`src/rtl/way_set_pkg.sv`:
```
// Shared types for the way_set cache-set block: FSM states, op encoding, index-width helper.
// No logic; imported by every way_set file.
package way_set_pkg;

    typedef enum logic [1:0] {
        IDLE   = 2'd0,
        LOOKUP = 2'd1,
        DONE   = 2'd2
    } state_e;

    // Encoded as {comp, write}
    typedef enum logic [1:0] {
        ACC_RD = 2'b00,
        ACC_WR = 2'b01,
        CMP_RD = 2'b10,
        CMP_WR = 2'b11
    } op_e;

    function automatic int idx_w(input int n);
        return (n > 1) ? $clog2(n) : 1;
    endfunction

endpackage

```
`src/rtl/way_set_if.sv`:
```
// Request/response bundle between a requester and way_set.
// Latency: n/a (wires only). Backpressure: enable held until ack, then dropped.
interface way_set_if
    import way_set_pkg::*;
#(
    parameter int WAYS   = 2,
    parameter int WORDS  = 4,
    parameter int TAG_W  = 5,
    parameter int DATA_W = 16
) ();
    localparam int WAY_W  = idx_w(WAYS);
    localparam int WORD_W = idx_w(WORDS);

    logic              enable;
    logic              comp;
    logic              write;
    logic [WORD_W-1:0] word;
    logic [WAY_W-1:0]  way_in;
    logic [TAG_W-1:0]  tag_in;
    logic [DATA_W-1:0] data_in;
    logic              valid_in;

    logic              hit;
    logic              dirty_out;
    logic              valid_out;
    logic [TAG_W-1:0]  tag_out;
    logic [DATA_W-1:0] data_out;
    logic [WAY_W-1:0]  hit_way;
    logic [WAY_W-1:0]  victim_way;
    logic              ack;

    modport master (
        output enable, comp, write, word, way_in, tag_in, data_in, valid_in,
        input  hit, dirty_out, valid_out, tag_out, data_out, hit_way, victim_way, ack
    );

    modport slave (
        input  enable, comp, write, word, way_in, tag_in, data_in, valid_in,
        output hit, dirty_out, valid_out, tag_out, data_out, hit_way, victim_way, ack
    );

endinterface

```
`src/rtl/way_set_set_way.sv`:
```
// One way of the set: tag/valid/dirty plus WORDS data words, with tag-match output.
// Latency: writes land on the next rising edge; match/read are combinational. No backpressure.
module set_way
    import way_set_pkg::*;
#(
    parameter int  WORDS  = 4,
    parameter int  TAG_W  = 5,
    parameter int  DATA_W = 16,
    localparam int WORD_W = idx_w(WORDS)
) (
    input  logic              clk,
    input  logic              rst,
    input  logic              wr_meta,
    input  logic              wr_word,
    input  logic              set_dirty,
    input  logic [WORD_W-1:0] word,
    input  logic [TAG_W-1:0]  tag_in,
    input  logic              valid_in,
    input  logic [DATA_W-1:0] data_in,
    input  logic [TAG_W-1:0]  cmp_tag,
    output logic              match,
    output logic              valid,
    output logic              dirty,
    output logic [TAG_W-1:0]  tag,
    output logic [DATA_W-1:0] rdata
);

    logic [TAG_W-1:0]  tag_q, tag_d;
    logic              valid_q, valid_d;
    logic              dirty_q, dirty_d;
    logic [DATA_W-1:0] words_q [WORDS];
    logic [DATA_W-1:0] words_d [WORDS];

    always_comb begin
        tag_d   = tag_q;
        valid_d = valid_q;
        dirty_d = dirty_q;
        words_d = words_q;
        if (wr_meta) begin
            tag_d   = tag_in;
            valid_d = valid_in;
            dirty_d = 1'b0;
        end
        if (set_dirty) dirty_d = 1'b1;
        if (wr_word) words_d[word] = data_in;
    end

    always_ff @(posedge clk or posedge rst) begin
        if (rst) begin
            tag_q   <= '0;
            valid_q <= 1'b0;
            dirty_q <= 1'b0;
        end else begin
            tag_q   <= tag_d;
            valid_q <= valid_d;
            dirty_q <= dirty_d;
        end
    end

    // Data array is deliberately not reset; write enables are already gated off by reset.
    always_ff @(posedge clk) begin
        words_q <= words_d;
    end

    assign match = valid_q && (tag_q == cmp_tag);
    assign valid = valid_q;
    assign dirty = dirty_q;
    assign tag   = tag_q;
    assign rdata = words_q[word];

endmodule

```
`src/rtl/way_set.sv`:
```
// N-way cache set: compare (tag lookup) and access (direct way) read/write ops; WAY_SET_LRU_EN picks LRU over round-robin.
// Latency: ack 2 edges after enable is sampled (IDLE->LOOKUP->DONE). Backpressure: ack held while enable high.
module way_set
    import way_set_pkg::*;
#(
    parameter int WAYS   = 2,
    parameter int WORDS  = 4,
    parameter int TAG_W  = 5,
    parameter int DATA_W = 16
) (
    input  logic clk,
    input  logic rst,
    way_set_if.slave bus
);

    localparam int WAY_W  = idx_w(WAYS);
    localparam int WORD_W = idx_w(WORDS);

    state_e            state_q, state_d;
    op_e               req_op_q, req_op_d;
    logic [WORD_W-1:0] req_word_q, req_word_d;
    logic [WAY_W-1:0]  req_way_q, req_way_d;
    logic [TAG_W-1:0]  req_tag_q, req_tag_d;
    logic [DATA_W-1:0] req_data_q, req_data_d;
    logic              req_valid_q, req_valid_d;

    logic              hit_q, hit_d;
    logic              dirty_out_q, dirty_out_d;
    logic              valid_out_q, valid_out_d;
    logic [TAG_W-1:0]  tag_out_q, tag_out_d;
    logic [DATA_W-1:0] data_out_q, data_out_d;
    logic [WAY_W-1:0]  hit_way_q, hit_way_d;
    logic [WAY_W-1:0]  victim_way_q, victim_way_d;

    logic [WAYS-1:0]   wr_meta, wr_word, set_dirty;
    logic [WAYS-1:0]   way_match, way_valid, way_dirty;
    logic [TAG_W-1:0]  way_tag   [WAYS];
    logic [DATA_W-1:0] way_rdata [WAYS];

    logic              hit_any, inv_any;
    logic [WAY_W-1:0]  hit_idx, inv_idx, pol_idx, victim;

    for (genvar g = 0; g < WAYS; g++) begin : g_way
        set_way #(.WORDS(WORDS), .TAG_W(TAG_W), .DATA_W(DATA_W)) u_way (
            .clk       (clk),
            .rst       (rst),
            .wr_meta   (wr_meta[g]),
            .wr_word   (wr_word[g]),
            .set_dirty (set_dirty[g]),
            .word      (req_word_q),
            .tag_in    (req_tag_q),
            .valid_in  (req_valid_q),
            .data_in   (req_data_q),
            .cmp_tag   (req_tag_q),
            .match     (way_match[g]),
            .valid     (way_valid[g]),
            .dirty     (way_dirty[g]),
            .tag       (way_tag[g]),
            .rdata     (way_rdata[g])
        );
    end

    // Descending scan so the lowest index wins on multiple matches / multiple invalid ways.
    always_comb begin
        hit_any = 1'b0;
        hit_idx = '0;
        inv_any = 1'b0;
        inv_idx = '0;
        for (int i = WAYS - 1; i >= 0; i--) begin
            if (way_match[i]) begin
                hit_any = 1'b1;
                hit_idx = WAY_W'(i);
            end
            if (!way_valid[i]) begin
                inv_any = 1'b1;
                inv_idx = WAY_W'(i);
            end
        end
        victim = inv_any ? inv_idx : pol_idx;
    end

`ifdef WAY_SET_LRU_EN
    // Ages form a permutation of 0..WAYS-1; 0 is most recent, WAYS-1 is the LRU way.
    logic [WAY_W-1:0] age_q [WAYS];
    logic [WAY_W-1:0] age_d [WAYS];
    logic             touch_en;
    logic [WAY_W-1:0] touch_idx;

    always_comb begin
        touch_en  = (state_q == LOOKUP) &&
                    ((req_op_q == ACC_WR) || (((req_op_q == CMP_RD) || (req_op_q == CMP_WR)) && hit_any));
        touch_idx = (req_op_q == ACC_WR) ? req_way_q : hit_idx;
        age_d     = age_q;
        pol_idx   = '0;
        for (int i = 0; i < WAYS; i++) begin
            if (age_q[i] == WAY_W'(WAYS - 1)) pol_idx = WAY_W'(i);
            if (touch_en) begin
                if (WAY_W'(i) == touch_idx)           age_d[i] = '0;
                else if (age_q[i] < age_q[touch_idx]) age_d[i] = age_q[i] + 1'b1;
            end
        end
    end

    always_ff @(posedge clk or posedge rst) begin
        if (rst) begin
            for (int i = 0; i < WAYS; i++) age_q[i] <= WAY_W'(WAYS - 1 - i);
        end else begin
            age_q <= age_d;
        end
    end
`else
    logic [WAY_W-1:0] rr_q, rr_d;

    always_comb begin
        rr_d    = rr_q;
        pol_idx = rr_q;
        if ((state_q == LOOKUP) && (req_op_q == ACC_WR))
            rr_d = (rr_q == WAY_W'(WAYS - 1)) ? '0 : rr_q + 1'b1;
    end

    always_ff @(posedge clk or posedge rst) begin
        if (rst) rr_q <= '0;
        else     rr_q <= rr_d;
    end
`endif

    always_comb begin
        wr_meta   = '0;
        wr_word   = '0;
        set_dirty = '0;
        if (state_q == LOOKUP) begin
            case (req_op_q)
                ACC_WR: begin
                    wr_meta[req_way_q] = 1'b1;
                    wr_word[req_way_q] = 1'b1;
                end
                CMP_WR: if (hit_any) begin
                    wr_word[hit_idx]   = 1'b1;
                    set_dirty[hit_idx] = 1'b1;
                end
                default: ;
            endcase
        end
    end

    always_comb begin
        state_d      = state_q;
        req_op_d     = req_op_q;
        req_word_d   = req_word_q;
        req_way_d    = req_way_q;
        req_tag_d    = req_tag_q;
        req_data_d   = req_data_q;
        req_valid_d  = req_valid_q;
        hit_d        = hit_q;
        dirty_out_d  = dirty_out_q;
        valid_out_d  = valid_out_q;
        tag_out_d    = tag_out_q;
        data_out_d   = data_out_q;
        hit_way_d    = hit_way_q;
        victim_way_d = victim_way_q;
        case (state_q)
            IDLE: if (bus.enable) begin
                state_d     = LOOKUP;
                req_op_d    = op_e'({bus.comp, bus.write});
                req_word_d  = bus.word;
                req_way_d   = bus.way_in;
                req_tag_d   = bus.tag_in;
                req_data_d  = bus.data_in;
                req_valid_d = bus.valid_in;
            end
            LOOKUP: begin
                state_d = DONE;
                case (req_op_q)
                    CMP_RD, CMP_WR: begin
                        hit_d = hit_any;
                        if (hit_any) begin
                            hit_way_d   = hit_idx;
                            valid_out_d = way_valid[hit_idx];
                            tag_out_d   = way_tag[hit_idx];
                            dirty_out_d = (req_op_q == CMP_RD) ? way_dirty[hit_idx] : 1'b0;
                            if (req_op_q == CMP_RD) data_out_d = way_rdata[hit_idx];
                        end else begin
                            valid_out_d = way_valid[victim];
                            dirty_out_d = way_dirty[victim];
                            tag_out_d   = way_tag[victim];
                        end
                    end
                    ACC_RD: begin
                        hit_d       = 1'b0;
                        valid_out_d = way_valid[req_way_q];
                        dirty_out_d = way_dirty[req_way_q];
                        tag_out_d   = way_tag[req_way_q];
                        data_out_d  = way_rdata[req_way_q];
                    end
                    default: hit_d = 1'b0;
                endcase
            end
            DONE: begin
                // Storage and policy were updated entering DONE, so victim reflects this op.
                victim_way_d = victim;
                if (!bus.enable) begin
                    state_d = IDLE;
                    hit_d   = 1'b0;
                end
            end
            default: state_d = IDLE;
        endcase
    end

    always_ff @(posedge clk or posedge rst) begin
        if (rst) begin
            state_q      <= IDLE;
            req_op_q     <= ACC_RD;
            req_word_q   <= '0;
            req_way_q    <= '0;
            req_tag_q    <= '0;
            req_data_q   <= '0;
            req_valid_q  <= 1'b0;
            hit_q        <= 1'b0;
            dirty_out_q  <= 1'b0;
            valid_out_q  <= 1'b0;
            tag_out_q    <= '0;
            data_out_q   <= '0;
            hit_way_q    <= '0;
            victim_way_q <= '0;
        end else begin
            state_q      <= state_d;
            req_op_q     <= req_op_d;
            req_word_q   <= req_word_d;
            req_way_q    <= req_way_d;
            req_tag_q    <= req_tag_d;
            req_data_q   <= req_data_d;
            req_valid_q  <= req_valid_d;
            hit_q        <= hit_d;
            dirty_out_q  <= dirty_out_d;
            valid_out_q  <= valid_out_d;
            tag_out_q    <= tag_out_d;
            data_out_q   <= data_out_d;
            hit_way_q    <= hit_way_d;
            victim_way_q <= victim_way_d;
        end
    end

    assign bus.ack        = (state_q == DONE);
    assign bus.hit        = hit_q;
    assign bus.dirty_out  = dirty_out_q;
    assign bus.valid_out  = valid_out_q;
    assign bus.tag_out    = tag_out_q;
    assign bus.data_out   = data_out_q;
    assign bus.hit_way    = hit_way_q;
    assign bus.victim_way = victim_way_q;

endmodule
```
`src/flat_wrapper.sv`:
```
// flat-port wrapper written by rule: the top's interface ports become plain ports
module way_set_flat import way_set_pkg::*;
#(
    parameter int WAYS   = 2,
    parameter int WORDS  = 4,
    parameter int TAG_W  = 5,
    parameter int DATA_W = 16
)
  (clk, rst, bus_enable, bus_comp, bus_write, bus_word, bus_way_in, bus_tag_in, bus_data_in, bus_valid_in, bus_hit, bus_dirty_out, bus_valid_out, bus_tag_out, bus_data_out, bus_hit_way, bus_victim_way, bus_ack);
  way_set_if #(.WAYS(WAYS), .WORDS(WORDS), .TAG_W(TAG_W), .DATA_W(DATA_W)) bus_i ();
  input  logic clk;
  input  logic rst;
  input wire logic [$bits(bus_i.enable)-1:0] bus_enable;
  input wire logic [$bits(bus_i.comp)-1:0] bus_comp;
  input wire logic [$bits(bus_i.write)-1:0] bus_write;
  input wire logic [$bits(bus_i.word)-1:0] bus_word;
  input wire logic [$bits(bus_i.way_in)-1:0] bus_way_in;
  input wire logic [$bits(bus_i.tag_in)-1:0] bus_tag_in;
  input wire logic [$bits(bus_i.data_in)-1:0] bus_data_in;
  input wire logic [$bits(bus_i.valid_in)-1:0] bus_valid_in;
  output wire logic [$bits(bus_i.hit)-1:0] bus_hit;
  output wire logic [$bits(bus_i.dirty_out)-1:0] bus_dirty_out;
  output wire logic [$bits(bus_i.valid_out)-1:0] bus_valid_out;
  output wire logic [$bits(bus_i.tag_out)-1:0] bus_tag_out;
  output wire logic [$bits(bus_i.data_out)-1:0] bus_data_out;
  output wire logic [$bits(bus_i.hit_way)-1:0] bus_hit_way;
  output wire logic [$bits(bus_i.victim_way)-1:0] bus_victim_way;
  output wire logic [$bits(bus_i.ack)-1:0] bus_ack;
  assign bus_i.enable = bus_enable;
  assign bus_i.comp = bus_comp;
  assign bus_i.write = bus_write;
  assign bus_i.word = bus_word;
  assign bus_i.way_in = bus_way_in;
  assign bus_i.tag_in = bus_tag_in;
  assign bus_i.data_in = bus_data_in;
  assign bus_i.valid_in = bus_valid_in;
  assign bus_hit = bus_i.hit;
  assign bus_dirty_out = bus_i.dirty_out;
  assign bus_valid_out = bus_i.valid_out;
  assign bus_tag_out = bus_i.tag_out;
  assign bus_data_out = bus_i.data_out;
  assign bus_hit_way = bus_i.hit_way;
  assign bus_victim_way = bus_i.victim_way;
  assign bus_ack = bus_i.ack;
  way_set #(.WAYS(WAYS), .WORDS(WORDS), .TAG_W(TAG_W), .DATA_W(DATA_W)) u_core (.clk(clk), .rst(rst), .bus(bus_i));
endmodule
```
`config.mk`:
```
export PLATFORM = sky130hd
export DESIGN_NAME = way_set_flat
export DESIGN_NICKNAME = d
export VERILOG_FILES = /design/src/rtl/way_set_pkg.sv /design/src/rtl/way_set_if.sv /design/src/rtl/way_set_set_way.sv /design/src/rtl/way_set.sv /design/src/flat_wrapper.sv
export SDC_FILE = /design/constraint.sdc
export NUM_CORES = 1
export LEC_CHECK = 0
export ABC_CLOCK_PERIOD_IN_PS = 3900
export BUFFER_PORTS_ARGS = -buffer_cell sky130_fd_sc_hd__buf_2
export CAP_MARGIN = 20
export CORE_ASPECT_RATIO = 1.25
export CORE_MARGIN = 2
export CORE_UTILIZATION = 30
export CTS_CLUSTER_DIAMETER = 80
export DETAILED_ROUTE_END_ITERATION = 10
export PLACE_DENSITY = 0.48
export SLEW_MARGIN = 20
export SYNTH_ARGS = -nofsm -noshare
export SYNTH_HDL_FRONTEND = slang
export SYNTH_SLANG_ARGS = --single-unit
```
`constraint.sdc`:
```
create_clock -name clk -period 3.9 [get_ports clk]
set_clock_uncertainty 0.2 [all_clocks]
set_input_delay 0.78 -clock clk [delete_from_list [all_inputs] [get_ports clk]]
set_output_delay 0.78 -clock clk [all_outputs]
set_load 0.02 [all_outputs]
```
==> results of run 1 <==
==> power breakdown <==
| part | switching, mW | internal [mW] | total, mW |
|---|---|---|---|
| sequential | 0.614 | 2.84 | 3.46 |
| combinational | 0.959 | 0.967 | 1.93 |
| clock | 0.778 | 0.994 | 1.77 |
==> per-layer routing <==
metal  vias to the layer above  routed length (microns)  part of all wire (%)  GRT usage, %
met5                         -                        0                     0             0
met4                         0                      229                   1.4          3.92
met3                        18                      766                   4.8          2.96
met2                        94                     8250                    51          21.6
met1                      2136                     6860                    43          15.4
li1                       1911                        -                     -             -
==> per-stage QoR <==
step           utilization [%]  hold WS (ns)  cells  power (mW)
4_1_cts                   35.6         0.275    883        7.27
2_1_floorplan                -         0.236    456        4.79
3_5_place_dp              33.3         0.260    851        5.48
6_report                  35.7         0.282    883        7.16
3_3_place_gp              33.3         0.257    851        5.43
5_1_grt                   35.7         0.303    883        7.60
==> worst max-delay path, cell delays in order, from the launching register on <==
cell	delay (ns)
dfrtp_1	0.43
xor2_1	0.18
nor4_1	0.40
nand3_1	0.26
a211o_1	0.41
nor2_1	0.42
buf_4	0.33
==> path summary, 6_finish.rpt <==
| check | start | end | cells after the start |
|---|---|---|---|
| hold reg to reg | u_core.pol_idx | u_core.pol_idx | 1 |
| min in group asynchronous | rst | u_core.req_data_q[8] | 2 |
| hold / removal | u_core.pol_idx | u_core.pol_idx | 1 |
| setup / recovery | u_core.req_tag_q[0] | u_core.g_way[0].u_way.words_q[25] | 6 |
| setup reg to reg | u_core.req_tag_q[0] | u_core.g_way[0].u_way.words_q[25] | 6 |
| max in group asynchronous | rst | u_core.g_way[1].u_way.tag[2] | 3 |
==> sequential cells by signal (all words and copies together), names as in the netlist, 5 cells and up <==
register and flops:
u_core.g_way.u_way.words_q 128, u_core.bus.data_out 16, u_core.req_data_q 16, u_core.g_way.u_way.tag 10, u_core.bus.tag_out 5, u_core.req_tag_q 5
==> Yosys cell counts, drive strengths merged <==
library cell / instances / share of area [%]
dfrtp: 70 / 22
a211o: 1 / 0.11
buf: 9 / 0.68
xor2: 5 / 0.56
nand4: 1 / 0.080
nor2: 28 / 1.3
o311a: 2 / 0.25
nor3b: 1 / 0.095
o31ai: 2 / 0.37
nand2: 13 / 0.62
a211oi: 2 / 0.19
edfxtp: 128 / 49
nor4: 1 / 0.080
nand3: 3 / 0.19
a21oi: 32 / 2.0
clkbuf: 11 / 0.52
xnor2: 6 / 0.67
a21o: 2 / 0.19
inv: 6 / 0.29
o21bai: 1 / 0.095
mux4: 32 / 9.2
nor3: 8 / 0.51
o21ai: 13 / 0.83
or2: 1 / 0.080
mux2i: 28 / 3.6
a21boi: 1 / 0.095
nand2b: 3 / 0.24
mux2: 38 / 5.4
nor2b: 4 / 0.32
and3: 1 / 0.080
a31oi: 2 / 0.16
a221oi: 1 / 0.11
==> cells in the final DEF, fill, tap and decap left out, types with 18 or more instances in the layout <==
cell type / count
a21oi_1: 32
buf_2: 56
buf_4: 19
clkbuf_16: 18
dfrtp_1: 69
edfxtp_1: 128
mux2_2: 38
mux2i_1: 28
mux4_2: 32
nor2_1: 28
==> cell families after synthesis <==
kind of cell,count (synthesis),share of synthesized area (%)
multiplexers,98,18.2
AND/OR/NAND/NOR,64,3.62
buffers and inverters,26,1.49
AO/OA/AOI/OAI,59,4.43
XOR/XNOR,11,1.22
flip-flops,198,71.1
==> cell type report <==
cell class / instances / area, sq um
tap: 340 / 425
fill: 2462 / 16700
timing repair buffer: 75 / 423
multi-input combinational: 232 / 2180
clock buffer: 20 / 458
clock inverter: 12 / 143
inverter: 6 / 23.8
sequential: 198 / 5600
==> results by group, run 1 <==
Status
  – Status: finished clean

GRT
  – Initial antenna violation count: 0
  – Number of global-route vias before repair: 4,466
  – Largest net degree at the start of global routing: 50
  – GRT Total Usage: 12.5%
  – Grt total ovfl: 0
  – Global-route wire length before repair: 25.6 mm

Min path
  – Hold Path Class: flip-flop to flip-flop

Floorplanning
  – Die footprint: 27,600 sq um
  – DIE WIDTH: 149 microns
  – Area of the core: 25,900 sq um
  – Initial cell density of the core: 30.4%
  – FP Rows: 66
  – IO Count: 57
  – Die height: 185 microns

Timing
  – Max Fclk: 340 MHz
  – Unrepaired setup endpoints after global routing: false
  – Setup TNS: 0 ns
  – Slew @ Worst Pin: 1.06 ns
  – Final WS setup: 0.956 ns
  – Slew Viols, Final: 0
  – Rel. slew slack: 28.8%
  – Minimum clock period: 2.94 ns
  – Final hold violations: 0
  – # setup viols final: 0
  – Final period util: 75.5%

Power
  – Pwr Density: 774 nW/um^2
  – Max IR drop VDD: 287 uV
  – Leakage: 3.36 nW

Synth
  – Synthesized area per cell: 17.3 sq um
  – Synthesized area: 7870 sq um
  – Seq/Total Area, Yosys: 71.1%
  – Synthesized instance count: 456
  – Netlist cell types: 37
  – #FFs+latches synth: 198
  – Syn_nets: 486
  – Ys Warns: 0

Cells and area
  – Post-route cell area: 9250 sq um
  – Final Net Count: 560
  – Number of diodes: 0
  – Layout cells sized above 1: 33.7%
  – Area grow syn2layout: 17.5%

Clock network
  – Clock buffer count from CTS: 17
  – CTS tree: built
  – CTS root buf: clkbuf_16
  – Longest Clk Path Bufs: 2
  – # hold bufs at CTS: 0
  – H-tree levels: 4
  – Postcts setup bufs: 0
  – Worst-path clk slew: 0.07 ns
  – Post_cts resized: 0
  – Clock Latency Late Sink: 0.43 ns
  – Clk sink count: 198

Drt
  – Number of routed nets with antenna violations: 0
  – 1st-iter DRT viols: 207
  – WL final: 16.1 mm
  – First-pass iteration count of the detailed router: 4
  – Post-route DRC: 0
  – Vias: 4,159
  – Vias per cell: 4.71
  – Per-cell routed wire length: 18.2 microns

Flow run
  – Max-Cap Viols: 0

Setup path
  – Worst R2R Setup Slack: 0.96 ns
  – Setup CP Type: flip-flop to flip-flop
  – Arr. time, crit path: 2.86 ns
  – Worst path required time: 3.82 ns
  – Crit path capture type: flip-flop
  – Startpoint Class: flip-flop
  – CP Max Fanout: 11

Placed design
  – Dpl hpwl: 10.4 mm
  – Gpl congestion: 0.817
  – Worst slack at placement: 0.942 ns
  – Number of I/O port buffers: 56
  – Area after DPL: 8640 sq um
Power figures use the tool's default switching activity.
==> inputs of run 2 (changes only) <==
- ABC_CLOCK_PERIOD_IN_PS: 3900 -> 2800
- clock period: 3.9 -> 2.8 ns (I/O delays scaled with it)
==> run 2 against run 1 <==
Maximum frequency increased by 14%. Via count rose by 1.5%. Worst setup slack worse by 0.75 ns. Highest routed layer unchanged. Sequential power rose by 34%. Register-to-register slack worse by 0.75 ns. Non-clock buffer count up 25. Combinational power increased by 66%. Count of clock-buffer cells in the layout decreased by 2. Die area unchanged.
==> results by group, run 2 (synthesis results as in run 1) <==
Power
  – Max IR drop VDD: 501 uV
  – Clock Power Share: 23.2%
  – P_sw: 3.38 mW
  – Overall power: 10.2 mW
  – Int Power: 6.84 mW
  – Part of the power in combinational logic: 31.4%
  – Leakage: 3.51 nW
  – Switching Fraction: 33.1%
  – Pwr Density: 1080 nW/um^2
  – Sequential power share: 45.4%

Timing
  – Hold Slack: 0.147 ns
  – Setup TNS: 0 ns
  – Slew @ Worst Pin: 0.579 ns
  – Unrepaired setup endpoints after global routing: false
  – Final period util: 92.5%
  – Minimum clock period: 2.59 ns
  – Slew Viols, Final: 0
  – Final WS setup: 0.210 ns
  – Final hold violations: 0
  – # setup viols final: 0
  – Rel. slew slack: 61.4%
  – Max Fclk: 386 MHz

Drt
  – DR WL met3: 662 microns
  – Post-route DRC: 0
  – Vias per cell: 4.65
  – Number of routed nets with antenna violations: 0
  – Vias: 4,222
  – DR top layer: met4
  – 1st-iter DRT viols: 217
  – Wl on met1: 7.45 mm
  – Metal2 WL: 8.42 mm
  – WL final: 16.6 mm
  – Per-cell routed wire length: 18.3 microns
  – First-pass iteration count of the detailed router: 4

Setup path
  – Worst R2R Setup Slack: 0.21 ns
  – Crit path capture type: flip-flop
  – Cell depth of the worst flop-to-flop path: 9
  – Arr. time, crit path: 2.54 ns
  – Worst r2r src: u_core.req_tag_q[0]
  – Worst R2R End: u_core.g_way[1].u_way.words_q[21]
  – Startpoint Class: flip-flop
  – Setup CP Type: flip-flop to flip-flop
  – Worst path required time: 2.75 ns
  – CP Max Fanout: 16

Cells and area
  – Fin cells: 908
  – Footprint of the multi-input gates: 2180 sq um
  – Leading cell type in the layout, fill and taps excluded: edfxtp_1
  – # fillers: 2,490
  – Largest reg by FF count: u_core.g_way.u_way.words_q
  – Max reg flops: 128
  – Area grow syn2layout: 20.6%
  – Final Net Count: 585
  – Number of diodes: 0
  – Layout cells sized above 1: 36.6%
  – Most frequent cells in the layout: edfxtp_1 (128), dfrtp_1 (69), buf_2 (56)
  – Register area: 5600 sq um

Floorplanning
  – Initial cell density of the core: 30.4%
  – DIE WIDTH: 149 microns
  – Area of the core: 25,900 sq um
  – Die footprint: 27,600 sq um
  – IO Count: 57
  – FP Rows: 66
  – Die height: 185 microns

Status
  – Status: finished clean

GRT
  – Global-route wire length before repair: 26.1 mm
  – Initial antenna violation count: 0
  – Number of global-route vias before repair: 4,464
  – Grt total ovfl: 0
  – Largest net degree at the start of global routing: 47
  – GRT Total Usage: 12.8%

Clock network
  – Clk sink count: 198
  – Longest Clk Path Bufs: 2
  – Clock Latency Late Sink: 0.43 ns
  – CTS tree: built
  – H-tree levels: 4
  – CTS root buf: clkbuf_16
  – Clock buffer count from CTS: 17
  – Worst-path clk slew: 0.08 ns

Min path
  – Hold_sp: bus_comp
  – Min-Delay Endpoint: u_core.req_op_q[1]
  – Hold depth: 3
  – Hold Path Class: input port to flip-flop

Flow run
  – Max-Cap Viols: 0

Placed design
  – Gpl congestion: 0.792
  – Number of I/O port buffers: 56
  – Worst slack at placement: -0.0970 ns
  – Placed Cells: 873
  – Dpl hpwl: 11.1 mm
## run 2: cell types whose count changed in the layout (fill, tap and decap cells not counted), moves of 2 or more
cell | before | now
clkinv_2 | 2 | 5
inv_8 | 1 | 4
buf_4 | 19 | 36
buf_12 | 0 | 7
inv_6 | 2 | 4
clkinvlp_4 | 3 | 0
clkinv_4 | 3 | 1
## run 2: per-stage QoR
stage,utilization [%],area [sq um]
floorplan,-,7880
global placement,34.2,8870
detailed placement,34.2,8870
CTS,36.6,9490
global route,36.6,9490
finish,36.6,9490
## run 2: timing repair
item,4_1_cts,5_1_grt
pin swaps,1,0
setup buffers,2,0
endpoints found under the setup margin,7,64
endpoints found under the hold margin,24,0
gates resized for setup,0,1
hold buffers,1,0
## run 2: layout make-up
class	instances	area share [%]
clock buffers	18	4.52
clock inverters	14	1.46
inverters	6	0.250
multi-input cells	232	22.9
flip-flops and latches	198	59.0
well taps	340	4.48
repair buffers	100	7.38
## run 2: how the worst max path moves through the flow
stage          slack, ns                                 to  cells past startpoint                    startpoint
4_1_cts             0.06  u_core.g_way[1].u_way.words_q[21]                      9           u_core.req_tag_q[0]
3_3_place_gp       -0.08             u_core.bus.data_out[4]                      7  u_core.g_way[1].u_way.tag[0]
5_1_grt            0.005  u_core.g_way[1].u_way.words_q[21]                      9           u_core.req_tag_q[0]
6_report            0.21  u_core.g_way[1].u_way.words_q[21]                      9           u_core.req_tag_q[0]
3_5_place_dp        -0.1            u_core.bus.data_out[13]                      7  u_core.g_way[1].u_way.tag[0]
2_1_floorplan       0.08   u_core.g_way[0].u_way.words_q[0]                      5           u_core.req_tag_q[0]
## run 2: critical path, stage by stage, from the launching register on
cell and delay, ns:
dfrtp_1 0.40, buf_4 0.15, xor2_1 0.16, nor4_1 0.34, and3_1 0.28, buf_4 0.17, nor3_1 0.06, o21bai_2 0.23
nor2_1 0.08, buf_4 0.24
## run 2: per-layer routing
layer	track usage, %	vias up
li1	-	1956
met1	16.3	2175
met2	21.9	85
met3	2.78	6
met4	3.66	0
met5	0	-
## run 2: power by group through the flow
stage / sequential [mW] / clock (mW) / combinational (mW)
final: 4.64 / 2.37 / 3.20
after global routing: 4.77 / 2.57 / 3.54
after CTS: 4.67 / 2.44 / 3.29
after detailed placement: 4.73 / 0 / 3.21
after global placement: 4.67 / 0 / 3.16
after floorplan: 4.66 / 0 / 2.02
==> inputs of run 3 (changes only) <==
- PLACE_DENSITY: 0.48 -> default
- PLACE_DENSITY_LB_ADDON: default -> 0.25
==> run 3 against run 2 <==
Global-route usage about the same. Power down 0.25%. Die area unchanged. Critical path type unchanged. Sequential power up 2%. Highest routed layer unchanged. Final area down 0.65%. Count of clock-buffer cells in the layout unchanged. Non-clock buffer count down 8.
==> results by group, run 3 (synthesis results as in run 1) <==
Status
  – Status: finished clean

Cells and area
  – Max reg flops: 128
  – # fillers: 2,485
  – Layout cells sized above 1: 35.7%
  – Fin cells: 900
  – Area grow syn2layout: 19.8%
  – Number of diodes: 0
  – Largest reg by FF count: u_core.g_way.u_way.words_q
  – Leading cell type in the layout, fill and taps excluded: edfxtp_1
  – Final core occ: 36.4%
  – Most frequent cells in the layout: edfxtp_1 (128), dfrtp_1 (69), buf_2 (56)
  – Post-route cell area: 9430 sq um
  – Final Net Count: 577

Setup path
  – Worst path required time: 2.76 ns
  – Max incr delay on CP: 0.44 ns
  – Worst path buffer plus inverter count: 1
  – Cell depth of the worst flop-to-flop path: 7
  – Setup CP Type: flip-flop to flip-flop
  – Worst R2R End: u_core.g_way[1].u_way.words_q[23]
  – Slowest cell on the critical path: dfrtp_1
  – CP Max Fanout: 16
  – Arr. time, crit path: 2.57 ns
  – Startpoint Class: flip-flop
  – Crit path capture type: flip-flop
  – Worst r2r src: u_core.req_tag_q[0]
  – Delay-heaviest family, CP: simple AND/OR/NAND/NOR gates
  – Cell breakdown of the critical path: xor2_1, nor4_2, and3_1, nor3_1, o21bai_1, nor2_1, buf_4
  – Worst R2R Setup Slack: 0.19 ns

Power
  – Leakage: 3.47 nW
  – Overall power: 10.2 mW
  – Int Power: 6.81 mW
  – Switching Fraction: 33.2%
  – Clock Power Share: 24.1%
  – P_sw: 3.38 mW
  – Sequential power share: 46.2%
  – Pwr Density: 1080 nW/um^2
  – Part of the power in combinational logic: 29.8%
  – Max IR drop VDD: 446 uV

Clock network
  – Clock buffer count from CTS: 17
  – CTS root buf: clkbuf_16
  – # hold bufs at CTS: 0
  – Post_cts resized: 0
  – H-tree levels: 4
  – Worst-path clk slew: 0.07 ns
  – Longest Clk Path Bufs: 2
  – Clock Latency Late Sink: 0.43 ns
  – CTS tree: built
  – Clk sink count: 198
  – Postcts setup bufs: 0

GRT
  – GRT Total Usage: 12.8%
  – Global-route wire length before repair: 26.2 mm
  – Number of global-route vias before repair: 4,511
  – Largest net degree at the start of global routing: 48
  – Grt total ovfl: 0
  – Initial antenna violation count: 0

Timing
  – Slew @ Worst Pin: 0.782 ns
  – # setup viols final: 0
  – Slew Viols, Final: 0
  – Final period util: 93.2%
  – Setup TNS: 0 ns
  – Rel. slew slack: 47.9%
  – Minimum clock period: 2.61 ns
  – Max Fclk: 383 MHz
  – Unrepaired setup endpoints after global routing: false
  – Final hold violations: 0

Drt
  – 1st-iter DRT viols: 235
  – Post-route DRC: 0
  – Per-cell routed wire length: 18.3 microns
  – Vias per cell: 4.69
  – First-pass iteration count of the detailed router: 4
  – Number of routed nets with antenna violations: 0
  – WL final: 16.5 mm
  – Vias: 4,221

Floorplanning
  – Die footprint: 27,600 sq um
  – Initial cell density of the core: 30.4%
  – DIE WIDTH: 149 microns
  – Area of the core: 25,900 sq um
  – FP Rows: 66
  – IO Count: 57
  – Die height: 185 microns

Min path
  – Hold Path Class: input port to async pin

Placed design
  – Dpl hpwl: 11.1 mm
  – Placed Cells: 868
  – Area after DPL: 8830 sq um
  – Gpl congestion: 0.770
  – Number of I/O port buffers: 56

Flow run
  – Max-Cap Viols: 0
-- run 3: cell types whose count changed in the layout (fill, tap and decap cells not counted), sizes merged --
cell         before  now
buf              99   92
bufinv            1    2
clkinv            6    5
clkinvlp          0    1
dlygate4sd3       1    0
inv              13   12
-- run 3: power by group through the flow --
stage	Sequential, mW	Clock, mW	Combinational (mW)
finish	4.71	2.45	3.03
detailed placement	4.78	0	3.07
global placement	4.72	0	3.05
CTS	4.73	2.52	3.08
global route	4.84	2.63	3.32
floorplan	4.66	0	2.02
-- run 3: cell type report --
class	instances	area, sq um	area share, %
clock buffer	18	429	4.55
clock inverter	14	164	1.74
inverter	6	22.5	0.239
multi-input combinational	232	2180	23.1
sequential	198	5600	59.3
tap	340	425	4.51
timing repair buffer	92	613	6.50
-- run 3: metrics by stage --
step / hold WS [ns] / setup WS (ns)
finish: 0.00568 / 0.192
global route: 0.0618 / 0.0170
CTS: 0.0296 / 0.0884
detailed placement: 0.256 / 0.117
global placement: 0.256 / 0.169
floorplan: 0.236 / 0.0762
-- run 3: worst max path at each step --
stage,start,endpoint,depth (start not counted)
finish,u_core.req_tag_q[0],u_core.g_way[1].u_way.words_q[23],7
floorplan,u_core.req_tag_q[0],u_core.g_way[0].u_way.words_q[0],5
detailed placement,u_core.req_tag_q[0],u_core.g_way[1].u_way.words_q[24],7
CTS,u_core.req_tag_q[0],u_core.g_way[1].u_way.words_q[17],7
global route,u_core.req_tag_q[0],u_core.g_way[1].u_way.words_q[23],7
global placement,u_core.req_tag_q[0],u_core.g_way[1].u_way.words_q[30],7
-- run 3: worst register-to-register path: stages (launching register included) --
cell and delay (ns):
dfrtp_1 0.44, xor2_1 0.20, nor4_2 0.35, and3_1 0.31, nor3_1 0.08, o21bai_1 0.41, nor2_1 0.10, buf_4 0.25
-- run 3: layer usage --
layer	up-vias	routed length, microns	track usage, %
li1	1941	-	-
met2	69	8410	21.5
met1	2191	7330	16.5
met4	0	232	4.27
met3	20	526	2.64
met5	-	0	0
